**config.mk**
```make
export PLATFORM = sky130hd
export DESIGN_NAME = write_phase_sequencer
export DESIGN_NICKNAME = d
export VERILOG_FILES = /design/src/rtl/write_phase_sequencer.sv
export SDC_FILE = /design/constraint.sdc
export NUM_CORES = 1
export LEC_CHECK = 0
export ABC_CLOCK_PERIOD_IN_PS = 3900
export CAP_MARGIN = 30
export CORE_MARGIN = 2
export CORE_UTILIZATION = 30
export DETAILED_ROUTE_END_ITERATION = 16
export PLACE_DENSITY = 0.58
export SLEW_MARGIN = 20
export SYNTH_ARGS = -nofsm -noshare
export SYNTH_HDL_FRONTEND = slang
export SYNTH_SLANG_ARGS = --single-unit
```
**constraint.sdc**
```tcl
create_clock -name i_clk -period 3.9 [get_ports i_clk]
set_clock_uncertainty 0.2 [all_clocks]
set_input_delay 0.78 -clock i_clk [delete_from_list [all_inputs] [get_ports i_clk]]
set_output_delay 0.78 -clock i_clk [all_outputs]
set_load 0.02 [all_outputs]
```
**src/rtl/write_phase_sequencer.sv**
```systemverilog
// DDR5 write-path phase sequencer: preamble, data, optional CRC, postamble, interamble and gap per burst.
// Optional CRC slot compiled in with `define WR_CRC_EN.
module write_phase_sequencer #(
  parameter int PRE_W  = 3,
  parameter int POST_W = 2,
  parameter int GAP_W  = 4,
  parameter int CNT_W  = 5
) (
  input  logic              i_clk,
  input  logic              i_rst,
  input  logic              i_wr_start,
  input  logic [PRE_W-1:0]  i_precycle,
  input  logic [POST_W-1:0] i_postcycle,
  input  logic [GAP_W-1:0]  i_gap,
  input  logic [1:0]        i_burstlength,
  input  logic              i_dram_crc_en,
  input  logic              i_phy_crc_mode,
  output logic [2:0]        o_state,
  output logic              o_dqs_en,
  output logic              o_preamble_load,
  output logic              o_data_req,
  output logic [CNT_W-1:0]  o_beat_cnt,
  output logic              o_last,
  output logic              o_crc_generate,
  output logic [CNT_W-1:0]  o_amble_cnt,
  output logic              o_start_err
);
  localparam int SUM_W = ((PRE_W > POST_W) ? PRE_W : POST_W) + 1;
  localparam int CMP_W = (GAP_W > SUM_W) ? GAP_W : SUM_W;
  localparam int LEN_W = (CMP_W > CNT_W) ? CMP_W : CNT_W;

  typedef enum logic [2:0] {
    S_IDLE = 3'd0, S_PRE = 3'd1, S_DATA = 3'd2, S_CRC = 3'd3,
    S_POST = 3'd4, S_INTER = 3'd5, S_GAPW = 3'd6
  } state_t;

  state_t             state_q, state_d;
  logic [CNT_W-1:0]   cnt_q, cnt_d;
  logic               pend_q, pend_d;
  logic [PRE_W-1:0]   p_q, p_d;
  logic [POST_W-1:0]  q_q, q_d, qn_q, qn_d;
  logic [CNT_W-1:0]   d_q, d_d;
  logic               crc_q, crc_d, gen_q, gen_d;
  logic [GAP_W-1:0]   gap_q, gap_d;
  logic [CMP_W-1:0]   gapw_q, gapw_d;

  logic [PRE_W-1:0]   p_new;
  logic [POST_W-1:0]  q_new;
  logic [SUM_W-1:0]   sum;
  logic               last_now, accept;
  logic               dqs_d, pl_d, dreq_d, last_d, gen_out_d, err_d;
  logic [CNT_W-1:0]   beat_d, amble_d;

  function automatic logic [CNT_W-1:0] data_cycles(input logic [1:0] bl);
    case (bl)
      2'b01:   return CNT_W'(16);
      2'b10:   return CNT_W'(4);
      default: return CNT_W'(8);
    endcase
  endfunction

  function automatic logic at_end(input logic [CNT_W-1:0] cnt, input logic [LEN_W-1:0] len);
    return ({1'b0, LEN_W'(cnt)} + (LEN_W + 1)'(1)) == {1'b0, len};
  endfunction

`ifdef WR_CRC_EN
  logic crc_sel;
  assign crc_sel = i_dram_crc_en;
`else
  logic       crc_sel;
  logic [1:0] unused_crc;
  assign crc_sel    = 1'b0;
  assign unused_crc = {i_dram_crc_en, i_phy_crc_mode};
`endif

  always_comb begin
    p_new    = (i_precycle == '0) ? PRE_W'(1) : i_precycle;
    q_new    = (i_postcycle == '0) ? POST_W'(1) : i_postcycle;
    sum      = SUM_W'(q_q) + SUM_W'(p_new);
    last_now = ((state_q == S_DATA) && at_end(cnt_q, LEN_W'(d_q)) && !crc_q) || (state_q == S_CRC);
    accept   = i_wr_start && ((state_q == S_IDLE) || last_now);

    state_d = state_q;
    cnt_d   = cnt_q + CNT_W'(1);
    pend_d  = pend_q;
    p_d = p_q; q_d = q_q; qn_d = qn_q; d_d = d_q;
    crc_d = crc_q; gen_d = gen_q; gap_d = gap_q; gapw_d = gapw_q;

    if (accept) begin
      p_d    = p_new;
      qn_d   = q_new;
      d_d    = data_cycles(i_burstlength);
      crc_d  = crc_sel;
      gen_d  = i_phy_crc_mode;
      gap_d  = i_gap;
      gapw_d = CMP_W'(i_gap) - CMP_W'(sum);
    end

    case (state_q)
      S_IDLE: begin
        cnt_d = '0;
        if (accept) state_d = S_PRE;
      end
      S_PRE: if (at_end(cnt_q, LEN_W'(p_q))) begin
        state_d = S_DATA; cnt_d = '0; q_d = qn_q;
      end
      S_INTER: if (at_end(cnt_q, LEN_W'(gap_q))) begin
        state_d = S_DATA; cnt_d = '0; q_d = qn_q;
      end
      S_GAPW: if (at_end(cnt_q, LEN_W'(gapw_q))) begin
        state_d = S_PRE; cnt_d = '0;
      end
      S_POST: if (at_end(cnt_q, LEN_W'(q_q))) begin
        cnt_d  = '0;
        pend_d = 1'b0;
        if (!pend_q)             state_d = S_IDLE;
        else if (gapw_q == '0)   state_d = S_PRE;
        else                     state_d = S_GAPW;
      end
      default: ;
    endcase

    // End of burst: either extend into the CRC slot or pick the follow-on phase
    if (state_q == S_DATA && at_end(cnt_q, LEN_W'(d_q)) && crc_q) begin
      state_d = S_CRC; cnt_d = '0;
    end else if (last_now) begin
      cnt_d = '0;
      if (!accept)                                   state_d = S_POST;
      else if (i_gap == '0)                          begin state_d = S_DATA; q_d = q_new; end
      else if (CMP_W'(i_gap) < CMP_W'(sum))          state_d = S_INTER;
      else                                           begin state_d = S_POST; pend_d = 1'b1; end
    end

    dqs_d     = (state_d == S_PRE) || (state_d == S_DATA) || (state_d == S_CRC) ||
                (state_d == S_POST) || (state_d == S_INTER);
    pl_d      = (state_d == S_PRE) && (cnt_d == '0);
    dreq_d    = (state_d == S_DATA);
    beat_d    = dreq_d ? cnt_d : '0;
    last_d    = ((state_d == S_DATA) && at_end(cnt_d, LEN_W'(d_d)) && !crc_d) || (state_d == S_CRC);
`ifdef WR_CRC_EN
    gen_out_d = (state_d == S_CRC) && gen_d;
`else
    gen_out_d = 1'b0;
`endif
    amble_d   = ((state_d == S_PRE) || (state_d == S_POST) || (state_d == S_INTER) ||
                 (state_d == S_GAPW)) ? cnt_d : '0;
    err_d     = i_wr_start && !accept;
  end

  always_ff @(posedge i_clk) begin
    if (i_rst) begin
      state_q         <= S_IDLE;
      cnt_q           <= '0;
      pend_q          <= 1'b0;
      o_dqs_en        <= 1'b0;
      o_preamble_load <= 1'b0;
      o_data_req      <= 1'b0;
      o_beat_cnt      <= '0;
      o_last          <= 1'b0;
      o_crc_generate  <= 1'b0;
      o_amble_cnt     <= '0;
      o_start_err     <= 1'b0;
    end else begin
      state_q         <= state_d;
      cnt_q           <= cnt_d;
      pend_q          <= pend_d;
      o_dqs_en        <= dqs_d;
      o_preamble_load <= pl_d;
      o_data_req      <= dreq_d;
      o_beat_cnt      <= beat_d;
      o_last          <= last_d;
      o_crc_generate  <= gen_out_d;
      o_amble_cnt     <= amble_d;
      o_start_err     <= err_d;
    end
  end

  // Burst configuration only matters once a start is accepted, so it carries no reset
  always_ff @(posedge i_clk) begin
    p_q <= p_d; q_q <= q_d; qn_q <= qn_d; d_q <= d_d;
    crc_q <= crc_d; gen_q <= gen_d; gap_q <= gap_d; gapw_q <= gapw_d;
  end

  assign o_state = state_q;
endmodule
```
Word-level counts from Yosys, hierarchy flattened:

Cells that the tools add are included.

* bitwise operators: 2
* eq/ne operators: 20
* $add $sub $neg: 5
* magnitude comparators: 1
* muxes and demuxes: 39
* reduce and logical (&&, ||, !) cells: 29

Operators with widths (number)
* two-way mux 3 bit: 12
* two-way mux 5 bit: 7
* one-hot mux 5 bit (5 select lines): 1
* equality test 3 bit (second input constant): 6
* one-hot mux 3 bit (5 select lines): 1
* two-way mux 2 bit: 7
* adder 5 x 1 -> 6 bit (second input constant): 2
* equality test 3 x 2 -> 1 bit (second input constant): 4
* equality test 6 x 4 -> 1 bit: 2
* equality test 6 x 5 -> 1 bit: 2
* logical OR 1 bit: 10
* one-hot mux 5 bit (2 select lines): 1
* two-way mux 1 bit: 9
* logical AND 1 bit: 8
* zero test 4 bit: 2
* equality test 3 x 1 -> 1 bit (second input constant): 2
* equality test 6 x 2 -> 1 bit: 1
* equality test 6 x 3 -> 1 bit: 1
* zero test 3 bit: 2
* adder 5 x 1 -> 5 bit (second input constant): 1
* zero test 5 bit: 1
* adder 2 x 3 -> 4 bit: 1
* less-than comparator 4 bit: 1
* one-hot mux 2 bit (2 select lines): 1
* 7 further kinds: 11

* output and inout port bits: 19
* bits of input ports: 16
* register bits: 45
* logic and storage cells: 113

Depth between registers and ports, before layout:

* word-level depth: 17
* depth in mapped cells: 17
* depth with buffers taken out: 16

Worst setup path after synthesis:

No wires, ideal clock.

* path type: input to register
* from: input port i_precycle[0]
* to: register o_amble_cnt[4]
* library setup time: 0.079 ns
* slack: 0.274 ns
* path buffers: 0
* stages on the path: 13
* data arrival time: 3.347 ns
* data required time: 3.621 ns
* path through: o21bai_1 -> ha_1 -> fa_1 -> xnor2_1 -> ha_1 -> nor2b_1 -> o21ai_0 -> nand2b_1 -> nor3_1 -> a21oi_1 -> o21ai_0 -> mux2_2 -> nor3_1

* cells in the longest elaborated chain, start to end: 15
* elaborated cells between the ends (all ways): 18
* classes of those cells: 1 x add/sub; 1 x order compare; 4 x eq/ne; 6 x mux; 1 x bitwise; 5 x reduce/logical

Ends and longest elaborated chain
* start: declaration: line 12 `input logic [PRE_W-1:0] i_precycle,`
* zero test 3 bit: line 77 `p_new = (i_precycle == '0) ? PRE_W'(1) : i_precycle;`
* two-way mux 3 bit (*): line 77
* adder 2 x 3 -> 4 bit (*): line 79 `sum = SUM_W'(q_q) + SUM_W'(p_new);`
* less-than comparator 4 bit (*): line 130 `else if (CMP_W'(i_gap) < CMP_W'(sum)) state_d = S_INTER;`
* two-way mux 1 bit (*): line 130
* two-way mux 3 bit (*): line 129 `else if (i_gap == '0) begin state_d = S_DATA; q_d = q_new; end`
* two-way mux 3 bit (*): line 128 `if (!accept) state_d = S_POST;`
* two-way mux 3 bit (*): line 126 `end else if (last_now) begin`
* two-way mux 3 bit (*): line 124 `if (state_q == S_DATA && at_end(cnt_q, LEN_W'(d_q)) && crc_q) begin`
* equality test 3 x 1 -> 1 bit / equality test 3 bit (equally long branches): line 145 `amble_d = ((state_d == S_PRE) || (state_d == S_POST) || (state_d == S_INTER) ||`
* logical OR 1 bit (2 in a row): line 145
* logical OR 1 bit (*): line 145
* inverter 1 bit (no line) (*)
* OR reduction 2 bit (no line) (*)
* end signal: assignment: line 173 `o_amble_cnt <= amble_d;`
* end: declaration: line 25 `output logic [CNT_W-1:0] o_amble_cnt,`

Every way passes the cells marked *; elsewhere a longest branch is shown, timed or not.
A chain may end at the register's enable or synchronous reset.

Worst setup path in the final report:

* from: register cnt_q[0]
* to: register o_last

* elaborated cells between the ends (all ways): 39
* classes of those cells: 3 x add/sub; 8 x eq/ne; 18 x mux; 10 x reduce/logical

RTL lines
* start: declaration: line 38 `logic [CNT_W-1:0] cnt_q, cnt_d;`
* start signal: assignment: line 165 `cnt_q <= cnt_d;`
* branches (longest 6 deep; another with adder 5 x 1 -> 6 bit)
* two-way mux 5 bit (*): line 124
* net cnt_d[1]: line 38
* adder 5 x 1 -> 6 bit (*): line 63 `return ({1'b0, LEN_W'(cnt)} + (LEN_W + 1)'(1)) == {1'b0, len};`
* equality test 6 x 5 -> 1 bit (*): line 63
* logical AND 1 bit (*) (2 in a row): line 139 `last_d = ((state_d == S_DATA) && at_end(cnt_d, LEN_W'(d_d)) && !crc_d) || (state_d == S_CRC);`
* logical OR 1 bit (*): line 139
* end signal: assignment: line 171 `o_last <= last_d;`
* end: declaration: line 23 `output logic o_last,`

Mark *: on every way through the listed nets, which the timed path passes.

==> flow_summary.yaml <==
outcome:
  status: "finished, final reports clean"
cells_and_area:
  final_nets: 354
  finish.utilization: 0.391
  insertedDiodeCount: 0
  syn2layout_area_growth_pct: 26.3
  fillers: 855
  final_layout_size_suffix_gt1_frac: 0.212
floorplan:
  start_util: 0.309
  die_x_um: 98.8
  num_rows: 34
  pin_count: 35
  core_area_mm2: 0.00872
  dieArea_mm2: 0.00977
  die_y_um: 98.8
sta:
  final-hold-violation-count: 0
  setup_ws_ps: 199
  maxSlewViolCount: 0
  max_clock_freq_mhz: 270
  min_period_ps: 3700
  slew-limit-headroom: 0.511
  fin_crit_sh: 0.949
  rsz0062_at_grt: "yes"
  setup-violations-final: 0
  tightestPinTransition_ps: 732
place:
  hpwl_um: 4850
  dp_slack_ps: -279
  gp_congestion: 0.898
  port_buffers: 31
global_route:
  grt_pass1_wl_um: 10600
  use_met2: 0.225
  antenna_found_initial: 0
  grt-busiest-layer: "met2"
  first_global_vias: 2118
  grtUsageTotal: 0.137
  grtUsageMet3: 0.0262
  grt_util_met1: 0.187
  grt_max_degree: 19
  grt_overflow: 0
pwr:
  vdd_ir_drop_max_mv: 0.296
  powerDensity_mw_per_mm2: 423
  leakage_uw: 0.00136
  total_power_uw: 1440
yosys:
  synth.most_common_cell: "dfxtp_1"
  netlist_area_mm2: 0.00270
  postSynthAreaPerCell_um2: 9.88
  synth_cell_types: 67
  syn_nets: 302
  ys_top_cells_by_area: "dfxtp_1 (24%), edfxtp_1 (14%), ha_1 (5.1%)"
  async_flop_share: 0
  ys_top_cells_by_count: "dfxtp_1 (32), nor2_1 (22), inv_1 (16), nand2_1 (16), xnor2_1 (15)"
  synth_edf_count: 13
  synth-seq-cells: 45
  yosys.area.top_type: "dfxtp_1"
  yosysWarnings: 0
  seq_area_frac_synth: 0.382
  netlist_instances: 273
  synth_flop_cell: "dfxtp_1"
  synth_top_area_share: 0.237
critical_path:
  cp_slowest_stage_delay_ps: 550
  regToRegStartpoint: "cnt_q[0]"
  startpoint: "cnt_q[0]"
  startpoint_type: "flop"
  rr_worst_depth: 16
  worst-path-max-fanout: 5
  timing.rr.end: "o_last"
  cp.arrival_ps: 3710
  cp_slowest_cell: "or4b_4"
  crit_end: "o_last"
  path_cells: "ha_4 -> and3_4 -> mux2i_2 -> or4b_4 -> nand2_1 -> o211ai_1 -> nand3_1 -> inv_1 -> ha_1 -> and4_1 -> o2bb2ai_1 -> xnor2_1 -> o211a_1 -> o32ai_1 -> and4bb_1 -> o21a_1"
  crit_type: "flop to flop"
  cp.required_ps: 3910
  r2r_slack_ps: 200
  end_kind: "flop"
clocking:
  hold_buffers: 0
  clk_pin_slew_worst_paths_ps: 90
  clock-sinks: 45
  cts_tree: "done"
  clockBufferDepth: 2
  cts_made_buffers: 5
  root_buffer: "clkbuf_8"
  h-tree-depth: 2
  clock_latency_ps: 300
worst_hold_path:
  hold_class: "flop to flop"
  min_from: "pend_q"
route:
  drt_pass1_iterations: 5
  post-route-drc-count: 0
  wl_per_cell_um: 14.2
  drt_iter0_drc: 138
  vias: 2130
  wirelength_um: 6150
  ant_nets: 0
  vias_per_cell: 4.91
run:
  max-cap-violations: 0
==> power by group <==
part           switching [uW]  internal, uW
sequential               48.1           555
combinational             248           285
clock                     173           129
==> worst min-delay path by stage <==
stage	to	cells past startpoint
finish	pend_q	2
global route	pend_q	2
detailed placement	pend_q	2
floorplan	pend_q	2
CTS	pend_q	2
global placement	pend_q	2
==> sequential cells by signal, indices dropped and copies added (netlist names) <==
register         flops
d_q                  5
qn_q                 2
gap_q                4
o_dqs_en             1
o_state              3
o_last               1
gapw_q               4
cnt_q                5
o_beat_cnt           5
crc_q                1
o_preamble_load      1
o_amble_cnt          5
p_q                  3
q_q                  2
o_start_err          1
o_data_req           1
pend_q               1
==> cells in the final DEF (no fill, tap or decap), types with 3 or more instances in the layout <==
cell type         n
ha_1              9
a21oi_1          10
and2_2            4
and2_1            3
nand3_1           8
clkdlybuf4s50_1  31
clkbuf_8          5
xnor2_1          15
a211oi_1          3
nor4_1            3
dfxtp_2           4
inv_1            16
nand4_1           4
nor3_1            9
xor2_1            6
edfxtp_1         13
mux2i_1           3
nand2b_1          4
nor2b_1           7
o21ai_1           3
buf_4            28
o21ai_0           5
xnor3_1           5
dfxtp_1          28
nand2_1          16
nor2_1           22
==> repair_timing <==
| item | CTS | global route |
|---|---|---|
| setup buffers | 0 | 1 |
| setup endpoints to repair | 0 | 13 |
| gates resized for setup | 0 | 15 |
==> worst max-delay path, delay by kind of cell, from the launching register on <==
family / cells / cell delay (ps)
DFF: 1 / 360
AOI/OAI and AO/OA: 5 / 840
buffers and inverters: 1 / 50
xor gates and xnor gates: 1 / 200
muxes: 1 / 170
adders and majority gates: 2 / 380
and+or+nand+nor: 6 / 1400
==> through the flow <==
| step | TNS (ps) | hold WS [ps] | cell area [um^2] | std cells |
|---|---|---|---|---|
| 2_1_floorplan | 0 | 258 | 2700 | 273 |
| 3_3_place_gp | -2210 | 278 | 3260 | 425 |
| 3_5_place_dp | -2570 | 289 | 3260 | 425 |
| 4_1_cts | 0 | 298 | 3360 | 433 |
| 5_1_grt | -26.5 | 339 | 3410 | 434 |
| 6_report | 0 | 295 | 3410 | 434 |
==> layer usage <==
metal / vias to the layer above / share of wire
met1: 1027 / 0.48
met5: - / 0
met4: 0 / 0.012
met3: 6 / 0.028
li1: 1063 / -
met2: 34 / 0.47
==> cell type report <==
cell class / instances / area [um^2] / area share
clock inverters: 3 / 25.0 / 0.00735
multi-input cells: 195 / 1540 / 0.451
flip-flops and latches: 45 / 1040 / 0.304
clock buffers: 5 / 68.8 / 0.0202
repair buffers: 60 / 532 / 0.156
inverters: 18 / 72.6 / 0.0213
well taps: 108 / 135 / 0.0397
==> cells by family after synthesis <==
logic type	Yosys count	share of synthesized area
AO/OA/AOI/OAI	45	0.122
XOR/XNOR	28	0.125
adder cells (fa/ha/maj)	13	0.0659
buffers and inverters	33	0.0603
flip-flops	45	0.382
multiplexers	7	0.0288
other	1	0.00139
AND/OR/NAND/NOR	101	0.215
No activity file was read; power rests on OpenSTA's default activity.
